==> src/rtl/uart_rx_fifo_ctrl_if.sv <==
// Signal bundle between the UART receiver / APB read path and uart_rx_fifo_ctrl.
// err_drop_cnt exists only when UART_RX_ERR_DROP_EN is defined.
interface uart_rx_fifo_ctrl_if #(
    parameter int DEPTH = 16,
    parameter int AW    = $clog2(DEPTH)
);
    logic          rx_en;
    logic          tick;
    logic          rx_valid;
    logic [7:0]    rx_data;
    logic          parity_err;
    logic          stop_bit_err;
    logic          rd_en;
    logic          flush;
    logic [AW:0]   thresh;
    logic          overrun_clr;
    logic [7:0]    rd_data;
    logic [1:0]    rd_err;
    logic          fifo_empty;
    logic          fifo_full;
    logic [AW:0]   fifo_count;
    logic          rts_n;
    logic          overrun;
    logic          irq_thresh;
    logic          irq_timeout;
`ifdef UART_RX_ERR_DROP_EN
    logic [7:0]    err_drop_cnt;
`endif

    modport master (
        output rx_en, tick, rx_valid, rx_data, parity_err, stop_bit_err,
        output rd_en, flush, thresh, overrun_clr,
`ifdef UART_RX_ERR_DROP_EN
        input  err_drop_cnt,
`endif
        input  rd_data, rd_err, fifo_empty, fifo_full, fifo_count,
        input  rts_n, overrun, irq_thresh, irq_timeout
    );

    modport slave (
        input  rx_en, tick, rx_valid, rx_data, parity_err, stop_bit_err,
        input  rd_en, flush, thresh, overrun_clr,
`ifdef UART_RX_ERR_DROP_EN
        output err_drop_cnt,
`endif
        output rd_data, rd_err, fifo_empty, fifo_full, fifo_count,
        output rts_n, overrun, irq_thresh, irq_timeout
    );
endinterface

==> src/rtl/uart_rx_fifo_ctrl.sv <==
// UART receive FIFO with RTS hysteresis, threshold/timeout interrupts and sticky overrun.
// Optional: UART_RX_ERR_DROP_EN drops errored frames and counts them instead of storing flags.
module uart_rx_fifo_ctrl #(
    parameter int DEPTH         = 16,
    parameter int AW            = $clog2(DEPTH),
    parameter int RTS_HI        = DEPTH - 2,
    parameter int RTS_LO        = DEPTH / 2,
    parameter int TIMEOUT_TICKS = 640
) (
    input  logic               clk,
    input  logic               reset,
    uart_rx_fifo_ctrl_if.slave bus
);
`ifdef UART_RX_ERR_DROP_EN
    localparam int WW = 8;
`else
    localparam int WW = 10;
`endif
    localparam int            TW       = $clog2(TIMEOUT_TICKS + 1);
    localparam logic [AW:0]   CNT_FULL = (AW+1)'(DEPTH);
    localparam logic [AW:0]   CNT_HI   = (AW+1)'(RTS_HI);
    localparam logic [AW:0]   CNT_LO   = (AW+1)'(RTS_LO);
    localparam logic [TW-1:0] TMO_MAX  = TW'(TIMEOUT_TICKS);

    logic [WW-1:0] mem [DEPTH];
    logic [AW-1:0] wr_ptr;
    logic [AW-1:0] rd_ptr;
    logic [AW:0]   count;
    logic [AW:0]   count_next;
    logic [TW-1:0] tmo_cnt;
    logic [TW-1:0] tmo_next;
    logic          push_q;
    logic          empty;
    logic          full;
    logic          wr_req;
    logic          wr_go;
    logic          rd_go;
    logic          ovf_evt;
    logic [WW-1:0] wr_word;
    logic          rts_n_q;
    logic          overrun_q;
    logic          irq_thresh_q;
    logic          irq_timeout_q;

    assign empty = (count == '0);
    assign full  = (count == CNT_FULL);

`ifdef UART_RX_ERR_DROP_EN
    logic       drop_evt;
    logic [7:0] drop_cnt;

    assign wr_word  = bus.rx_data;
    assign wr_req   = push_q && bus.rx_en && !bus.flush && !(bus.parity_err || bus.stop_bit_err);
    assign drop_evt = push_q && bus.rx_en && !bus.flush && (bus.parity_err || bus.stop_bit_err);

    always_ff @(posedge clk or posedge reset) begin
        if (reset) begin
            drop_cnt <= '0;
        end else if (bus.flush) begin
            drop_cnt <= '0;
        end else if (drop_evt && drop_cnt != 8'hFF) begin
            drop_cnt <= drop_cnt + 8'd1;
        end
    end

    assign bus.err_drop_cnt = drop_cnt;
    assign bus.rd_err       = 2'b00;
    assign bus.rd_data      = empty ? 8'h00 : mem[rd_ptr];
`else
    assign wr_word     = {bus.stop_bit_err, bus.parity_err, bus.rx_data};
    assign wr_req      = push_q && bus.rx_en && !bus.flush;
    assign bus.rd_err  = empty ? 2'b00 : mem[rd_ptr][9:8];
    assign bus.rd_data = empty ? 8'h00 : mem[rd_ptr][7:0];
`endif

    // A pop frees the slot in the same cycle, so a full FIFO still accepts a push alongside it.
    assign rd_go   = bus.rd_en && !empty && !bus.flush;
    assign wr_go   = wr_req && (!full || rd_go);
    assign ovf_evt = wr_req && full && !rd_go;

    always_comb begin
        count_next = count;
        if (bus.flush) begin
            count_next = '0;
        end else if (wr_go && !rd_go) begin
            count_next = count + (AW+1)'(1);
        end else if (rd_go && !wr_go) begin
            count_next = count - (AW+1)'(1);
        end
    end

    always_comb begin
        tmo_next = tmo_cnt;
        if (bus.flush || wr_go || rd_go || empty) begin
            tmo_next = '0;
        end else if (bus.tick && tmo_cnt != TMO_MAX) begin
            tmo_next = tmo_cnt + TW'(1);
        end
    end

    always_ff @(posedge clk or posedge reset) begin
        if (reset) begin
            push_q        <= 1'b0;
            wr_ptr        <= '0;
            rd_ptr        <= '0;
            count         <= '0;
            tmo_cnt       <= '0;
            overrun_q     <= 1'b0;
            rts_n_q       <= 1'b1;
            irq_thresh_q  <= 1'b0;
            irq_timeout_q <= 1'b0;
        end else begin
            push_q  <= bus.rx_valid;
            count   <= count_next;
            tmo_cnt <= tmo_next;
            if (bus.flush) begin
                wr_ptr <= '0;
                rd_ptr <= '0;
            end else begin
                if (wr_go) wr_ptr <= wr_ptr + AW'(1);
                if (rd_go) rd_ptr <= rd_ptr + AW'(1);
            end
            if (ovf_evt) begin
                overrun_q <= 1'b1;
            end else if (bus.overrun_clr) begin
                overrun_q <= 1'b0;
            end
            // Between RTS_LO and RTS_HI the previous RTS level is kept.
            if (!bus.rx_en || count >= CNT_HI) begin
                rts_n_q <= 1'b1;
            end else if (count <= CNT_LO) begin
                rts_n_q <= 1'b0;
            end
            irq_thresh_q  <= (bus.thresh != '0) && (count >= bus.thresh);
            irq_timeout_q <= (tmo_next == TMO_MAX) && (count_next != '0);
        end
    end

    always_ff @(posedge clk) begin
        if (wr_go) mem[wr_ptr] <= wr_word;
    end

    assign bus.fifo_empty  = empty;
    assign bus.fifo_full   = full;
    assign bus.fifo_count  = count;
    assign bus.rts_n       = rts_n_q;
    assign bus.overrun     = overrun_q;
    assign bus.irq_thresh  = irq_thresh_q;
    assign bus.irq_timeout = irq_timeout_q;
endmodule

==> src/flat_wrapper.sv <==
// flat-port wrapper written by rule: the top's interface ports become plain ports
module uart_rx_fifo_ctrl_flat 
#(
    parameter int DEPTH         = 16,
    parameter int AW            = $clog2(DEPTH),
    parameter int RTS_HI        = DEPTH - 2,
    parameter int RTS_LO        = DEPTH / 2,
    parameter int TIMEOUT_TICKS = 640
)
  (clk, reset, bus_rx_en, bus_tick, bus_rx_valid, bus_rx_data, bus_parity_err, bus_stop_bit_err, bus_rd_en, bus_flush, bus_thresh, bus_overrun_clr, bus_rd_data, bus_rd_err, bus_fifo_empty, bus_fifo_full, bus_fifo_count, bus_rts_n, bus_overrun, bus_irq_thresh, bus_irq_timeout);
  uart_rx_fifo_ctrl_if #(.DEPTH(DEPTH), .AW(AW)) bus_i ();
  input  logic clk;
  input  logic reset;
  input wire logic [$bits(bus_i.rx_en)-1:0] bus_rx_en;
  input wire logic [$bits(bus_i.tick)-1:0] bus_tick;
  input wire logic [$bits(bus_i.rx_valid)-1:0] bus_rx_valid;
  input wire logic [$bits(bus_i.rx_data)-1:0] bus_rx_data;
  input wire logic [$bits(bus_i.parity_err)-1:0] bus_parity_err;
  input wire logic [$bits(bus_i.stop_bit_err)-1:0] bus_stop_bit_err;
  input wire logic [$bits(bus_i.rd_en)-1:0] bus_rd_en;
  input wire logic [$bits(bus_i.flush)-1:0] bus_flush;
  input wire logic [$bits(bus_i.thresh)-1:0] bus_thresh;
  input wire logic [$bits(bus_i.overrun_clr)-1:0] bus_overrun_clr;
  output wire logic [$bits(bus_i.rd_data)-1:0] bus_rd_data;
  output wire logic [$bits(bus_i.rd_err)-1:0] bus_rd_err;
  output wire logic [$bits(bus_i.fifo_empty)-1:0] bus_fifo_empty;
  output wire logic [$bits(bus_i.fifo_full)-1:0] bus_fifo_full;
  output wire logic [$bits(bus_i.fifo_count)-1:0] bus_fifo_count;
  output wire logic [$bits(bus_i.rts_n)-1:0] bus_rts_n;
  output wire logic [$bits(bus_i.overrun)-1:0] bus_overrun;
  output wire logic [$bits(bus_i.irq_thresh)-1:0] bus_irq_thresh;
  output wire logic [$bits(bus_i.irq_timeout)-1:0] bus_irq_timeout;
  assign bus_i.rx_en = bus_rx_en;
  assign bus_i.tick = bus_tick;
  assign bus_i.rx_valid = bus_rx_valid;
  assign bus_i.rx_data = bus_rx_data;
  assign bus_i.parity_err = bus_parity_err;
  assign bus_i.stop_bit_err = bus_stop_bit_err;
  assign bus_i.rd_en = bus_rd_en;
  assign bus_i.flush = bus_flush;
  assign bus_i.thresh = bus_thresh;
  assign bus_i.overrun_clr = bus_overrun_clr;
  assign bus_rd_data = bus_i.rd_data;
  assign bus_rd_err = bus_i.rd_err;
  assign bus_fifo_empty = bus_i.fifo_empty;
  assign bus_fifo_full = bus_i.fifo_full;
  assign bus_fifo_count = bus_i.fifo_count;
  assign bus_rts_n = bus_i.rts_n;
  assign bus_overrun = bus_i.overrun;
  assign bus_irq_thresh = bus_i.irq_thresh;
  assign bus_irq_timeout = bus_i.irq_timeout;
  uart_rx_fifo_ctrl #(.DEPTH(DEPTH), .AW(AW), .RTS_HI(RTS_HI), .RTS_LO(RTS_LO), .TIMEOUT_TICKS(TIMEOUT_TICKS)) u_core (.clk(clk), .reset(reset), .bus(bus_i));
endmodule
==> config.mk <==
export PLATFORM = sky130hd
export DESIGN_NAME = uart_rx_fifo_ctrl_flat
export DESIGN_NICKNAME = d
export VERILOG_FILES = /design/src/rtl/uart_rx_fifo_ctrl_if.sv /design/src/rtl/uart_rx_fifo_ctrl.sv /design/src/flat_wrapper.sv
export SDC_FILE = /design/constraint.sdc
export NUM_CORES = 1
export LEC_CHECK = 0
export BUFFER_PORTS_ARGS = -buffer_cell sky130_fd_sc_hd__buf_4
export CAP_MARGIN = 10
export CORE_UTILIZATION = 25
export CTS_BUF_LIST = sky130_fd_sc_hd__clkbuf_8
export DETAILED_ROUTE_END_ITERATION = 8
export PLACE_DENSITY = 0.36
export SLEW_MARGIN = 10
export SYNTH_ARGS = -nofsm -noshare
export SYNTH_HDL_FRONTEND = slang
export SYNTH_SLANG_ARGS = --single-unit
==> constraint.sdc <==
create_clock -name clk -period 3.2 [get_ports clk]
set_clock_uncertainty 0.15 [all_clocks]
set_input_delay 0.8 -clock clk [delete_from_list [all_inputs] [get_ports clk]]
set_output_delay 0.8 -clock clk [all_outputs]
set_load 0.005 [all_outputs]
==> impl_results.md, run 1 <==
* Startpoint Class: register
* Clk sinks at 188
* Post-Route WL at 18800 µm
* Mapped Nets at 486
* DR vias at 4157
* Worst slew margin at 0.634
* Share of the synthesized area in the top cell type at 0.603
* Core Box Area at 0.0315 mm²
* Worst skew pair latency at 450 ps
* Max VDD drop at 0.218 mV
* Syn avg cell area at 17.8 µm²
* DP Wirelength at 12600 µm
* Yosys cell types at 49
* Crit-path max cell delay at 540 ps
* Ant. Diodes at 0
* Crit-path max FO at 8
* Tcrit/Tclk final at 1.06
* Crit path cell chain: buf_12 -> buf_12 -> mux4_2 -> mux4_2 -> and2_4 -> buf_6
* CTS tree: built
* DIE HEIGHT at 181 µm
* Total GRT Usage at 0.123
* Least-Margin Pin Slew at 548 ps
* Worst r2r path cells at 8
* PortBufs at 43
* Endpoint class of the critical path: output pin
* Slowest cell on the critical path: mux4_2
* Layout cells sized above 1 at 0.361
* Num CTS Buffers at 17
* Final Wtd Congestion at 0.707
* Setup TNS at -1560 ps
* Crit Path Category: register to output pin
* Initial antenna violation count at 0
* Endpoints failing hold at 0
* Area added between synthesis and finish at 20.6%
* Max Cap Viol at 0
* Synth area leaders: edfxtp_1 60%, mux4_2 14%, dfrtp_1 8.5%
* Worst min path class: primary input to async pin
* Final Core Density at 0.306
* Die width at 181 µm
* Bufs on Longest Clock Path at 2
* Pre-antenna DRT Iters at 4
* H-tree levels at 4
* Most frequent cells in the layout: 160 x edfxtp_1, 73 x buf_4, 50 x mux4_2
* Synthesized area at 0.00797 mm²
* Yosys warning count at 0
* Cell taking the most area after synthesis: edfxtp_1
* DRC at 0
* Placement Setup Slack at 205 ps
* Row count at 65
* Number of routed nets with antenna violations at 0
* Wire per inst at 19.8 µm
* RSZ-0062 raised after global routing: yes
* CTS Root Cell: clkbuf_8
* Final WS setup at -203 ps
* Total I/O pin count at 44
* P_leak at 3.28 nW
* Fmax at 294 MHz
* Grt ovf at 0
* P per Cell Area at 673 mW/mm²
* Iter 0 DRT Violations at 263
* Most common cell after layout, fill and taps aside: edfxtp_1
* Die area at 0.0326 mm²
* Starting density of the core at 0.253
* Setup violators final at 10
* Worst Path Required at 2250 ps
* WP data arrival at 2450 ps
* Nets at 573
* Failing checks: setup timing
* Synthesized flop and latch total at 188
* Global-route wire length before repair at 29000 µm
* Mapped Cells at 448
* Reg clk slew, reported paths at 100 ps
* Fin. max-slew vios at 0
* Largest net degree at the start of global routing at 27
* Post-layout min period at 3400 ps
* Via-to-Cell Ratio at 4.38
* Worst hold margin at 227 ps
* Post-synthesis sequential area ratio at 0.691
* Vias in the first global route at 4440
* Run status: complete, but fails checks
path summary, 6_finish.rpt:
path | startpoint | endpoint | slack, ps
min in group clk | bus_rx_valid | u_core.push_q | 300
worst min register to register | u_core.bus.overrun | u_core.bus.overrun | 390
worst max register to register | u_core.bus.fifo_count[1] | u_core.bus.irq_timeout | 580
worst max-delay path | u_core.rd_ptr[0] | bus_rd_err[0] | -200
max in group asynchronous | reset | u_core.bus.rts_n | 1960
worst min-delay path | reset | u_core.tmo_cnt[1] | 230
Yosys cell counts, drive strengths merged:
cell type	instances
or3	2
mux2i	6
nor3	8
nor4	1
a221oi	1
a2111oi	1
clkinv	1
and2	10
a21oi	6
clkbuf	12
o32ai	1
nor2b	1
mux4	50
nand4b	1
nor2	39
or4	1
ha	15
or4b	1
nand2	17
nor4b	1
nand3	8
a32oi	1
nand4	6
a211oi	3
and4bb	1
dfstp	1
nor3b	1
nand2b	5
nand3b	2
edfxtp	160
o31ai	2
xnor2	9
inv	16
xor2	8
o22ai	2
o21ai	4
dfrtp	27
or3b	1
nor4bb	1
a21o	4
buf	11
final cells by class:
class	instances	area (µm²)
multi-input cells	220	2320
fillers	3045	21900
clock buffers	17	234
flip-flops and latches	188	5510
repair buffers	91	828
inverters	17	63.8
well taps	402	503
clock inverters	15	154
per-layer routing:
| metal | GRT usage | vias up | routed length (µm) |
|---|---|---|---|
| li1 | - | 1917 | - |
| met1 | 0.163 | 2183 | 8900 |
| met2 | 0.205 | 47 | 9340 |
| met3 | 0.0226 | 10 | 411 |
| met4 | 0.0349 | 0 | 129 |
| met5 | 0 | - | 0 |
registers in the layout (all words and copies together), names as in the netlist:
name                    cells
u_core.push_q               1
u_core.bus.irq_timeout      1
u_core.bus.fifo_count       5
u_core.rd_ptr               4
u_core.bus.rts_n            1
u_core.bus.irq_thresh       1
u_core.tmo_cnt             10
u_core.wr_ptr               4
u_core.bus.overrun          1
u_core.mem                160
critical path: cells and delay by family, from the launching register on:
kind | cells | cell delay (ps)
flip-flops | 1 | 380
buffers and inverters | 3 | 400
AND/OR/NAND/NOR | 1 | 170
multiplexers | 2 | 1060
cell families (layout without fill, tap and decap cells):
family          Yosys count  count (layout)  synth area share
simple gates            107             107            0.0705
compound gates           25              25            0.0243
buf+inv                  40             140            0.0232
fa+ha+maj                15              15            0.0235
xor+xnor                 17              17            0.0187
flops                   188             188             0.691
mux                      56              56             0.149
metrics by stage:
step | total power, W | std cells | cell area (µm²)
4_1_cts | 0.00665 | 951 | 9640
5_1_grt | 0.00683 | 950 | 9620
2_1_floorplan | 0.00389 | 448 | 7970
3_5_place_dp | 0.00472 | 914 | 9080
6_report | 0.00647 | 950 | 9620
3_3_place_gp | 0.00474 | 914 | 9080
power breakdown:
part           leakage, nW  total, W  internal (W)  switching, W
combinational         1.28   0.00216       0.00122      0.000939
sequential            1.82   0.00275       0.00272     0.0000315
clock                0.186   0.00156      0.000643      0.000918
repair_timing:
action / in CTS / in global routing
buffers inserted: 3 / 0
pin swaps: 8 / 0
endpoints found under the setup margin: 10 / 10
hold buffers: 0 / 0
cloned: 2 / 0
gates resized for setup: 25 / 0
(Power assumes the default switching activity.)
==> run 2: changes to the inputs <==
CAP_MARGIN = default   (was 10)
CORE_MARGIN = 2   (was default)
==> impl_results.md, run 2 (synthesis results as in run 1) <==
* Delay-heaviest family, CP: multiplexers
* Max VDD drop at 0.315 mV (+45%)
* Via-to-Cell Ratio at 4.37 (-0.22%)
* CTS tree: built
* Total I/O pin count at 44 (unchanged)
* Largest Register: u_core.mem
* H-tree levels at 4 (unchanged)
* Total GRT Usage at 0.120 (-0.00285)
* Slowest cell on the critical path: mux4_2
* Initial antenna violation count at 0 (unchanged)
* Post-Route WL at 19200 µm (+2.3%)
* RSZ-0062 raised after global routing: yes
* P_leak at 3.35 nW (+2.0%)
* Layout cells sized above 1 at 0.368 (+0.00711)
* Num CTS Buffers at 17 (unchanged)
* Endpoint class of the critical path: output pin
* Bufs on Longest Clock Path at 2 (unchanged)
* Hold Buf Count CTS at 0 (unchanged)
* Endpoints failing hold at 0 (unchanged)
* Die width at 183 µm (+1.1%)
* Crit-path max cell delay at 500 ps (-40 ps)
* Final WS setup at -222 ps (-18.2 ps)
* Layout Cells excl Fill at 953 (+0.32%)
* Crit path cell chain: buf_12 -> clkbuf_16 -> mux4_2 -> mux4_2 -> and2_4 -> buf_6
* Die area at 0.0333 mm² (+2.2%)
* P per Cell Area at 697 mW/mm² (+3.6%)
* Clk sinks at 188 (unchanged)
* Max Cap Viol at 0 (unchanged)
* Fmax at 292 MHz (-0.53%)
* CTS Root Cell: clkbuf_8
* Critical path's most frequent cell: mux4_2
* Worst Path Required at 2250 ps (about the same)
* Startpoint Class: register
* DP Wirelength at 12400 µm (-1.2%)
* Reg clk slew, reported paths at 110 ps (about the same)
* Core Box Area at 0.0315 mm² (unchanged)
* Final Core Density at 0.310 (+0.00405)
* Max reg flops at 160 (unchanged)
* DRC at 0 (unchanged)
* Tcrit/Tclk final at 1.07 (+0.00569)
* WP data arrival at 2470 ps (+20 ps)
* Vias in the first global route at 4397 (-0.97%)
* Nets at 576 (+0.52%)
* Run status: complete, but fails checks
* Setup violators final at 10 (unchanged)
* Ant. Diodes at 0 (unchanged)
* Failing checks: setup timing
* Largest net degree at the start of global routing at 44 (+63%)
* DR vias at 4161 (+0.096%)
* Global-route wire length before repair at 28600 µm (-1.2%)
* Crit Path Category: register to output pin
* Worst min path class: primary input to async pin
* Register-to-register path setup slack at 420 ps (-160 ps)
* Crit-path max FO at 6 (-2)
* Worst skew pair latency at 460 ps (about the same)
* Wire per inst at 20.2 µm (+2.0%)
* Most frequent cells in the layout: 160 x edfxtp_1, 74 x buf_4, 50 x mux4_2
* DIE HEIGHT at 183 µm (+1.1%)
* Most common cell after layout, fill and taps aside: edfxtp_1
* Fin. max-slew vios at 0 (unchanged)
* Placement Setup Slack at 167 ps (-38.5 ps)
* Final Wtd Congestion at 0.757 (+7.1%)
* Pre-antenna DRT Iters at 4 (unchanged)
* Number of routed nets with antenna violations at 0 (unchanged)
* Row count at 65 (unchanged)
* Post-Place Cells at 914 (unchanged)
* Worst slew margin at 0.579 (-0.0553)
* Starting density of the core at 0.253 (unchanged)
* CP bufs+invs at 3 (unchanged)
* Post-layout min period at 3420 ps (+18.2 ps)
* Iter 0 DRT Violations at 300 (+14%)
* Grt ovf at 0 (unchanged)
* Least-Margin Pin Slew at 630 ps (+82.5 ps)
* PortBufs at 43 (unchanged)
* Area added between synthesis and finish at 22.2%
[run 2: what timing repair did]
| item | CTS | global route |
|---|---|---|
| gates resized for setup | 26 | 2 |
| cloned | 3 | 1 |
| pin swaps | 7 | 0 |
| setup buffers | 2 | 2 |
| endpoints found under the setup margin | 11 | 11 |
[run 2: path summary, 6_finish.rpt]
kind,from,end,cells past startpoint
worst max-delay path,u_core.rd_ptr[0],bus_rd_err[1],6
worst min-delay path,reset,u_core.tmo_cnt[8],3
worst max register to register,u_core.bus.fifo_count[1],u_core.mem[11][0],7
worst min register to register,u_core.bus.overrun,u_core.bus.overrun,2
max in group asynchronous,reset,u_core.bus.rts_n,3
min in group clk,bus_rx_valid,u_core.push_q,1
[run 2: power by group]
group | switching [W] | leakage [nW] | internal (W)
clock | 0.000922 | 0.232 | 0.000885
combinational | 0.000941 | 1.30 | 0.00127
sequential | 0.0000579 | 1.82 | 0.00272
total | 0.00192 | 3.35 | 0.00487
[run 2: worst reg2reg max path: stages, from the launching register on]
cell and delay, ps:
dfrtp_1 350, inv_1 100, ha_4 200, and4bb_2 280, a211oi_2 590, nand2_1 320
nor2_1 310, buf_4 220
[run 2: cell type report]
class,instances,area (µm²)
fillers,3046,21700
flip-flops and latches,188,5510
multi-input cells,220,2340
repair buffers,94,871
well taps,402,503
clock buffers,17,234
clock inverters,15,225
inverters,17,63.8
[run 2: routing by layer]
metal | track usage | up-vias | part of all wire
met2 | 0.209 | 48 | 0.52
met5 | 0 | - | 0
met3 | 0.0235 | 5 | 0.023
met4 | 0.0290 | 0 | 0.0069
li1 | - | 1922 | -
met1 | 0.154 | 2186 | 0.45
[run 2: metrics by stage]
step / cell area, µm² / power [W] / TNS, ps / hold slack [ps]
6_report: 9740 / 0.00679 / -1990 / 250
5_1_grt: 9740 / 0.00715 / -3140 / 234
4_1_cts: 9700 / 0.00688 / -2680 / 230
3_5_place_dp: 9060 / 0.00468 / 0 / 379
3_3_place_gp: 9060 / 0.00467 / 0 / 367
2_1_floorplan: 7970 / 0.00389 / 0 / 367
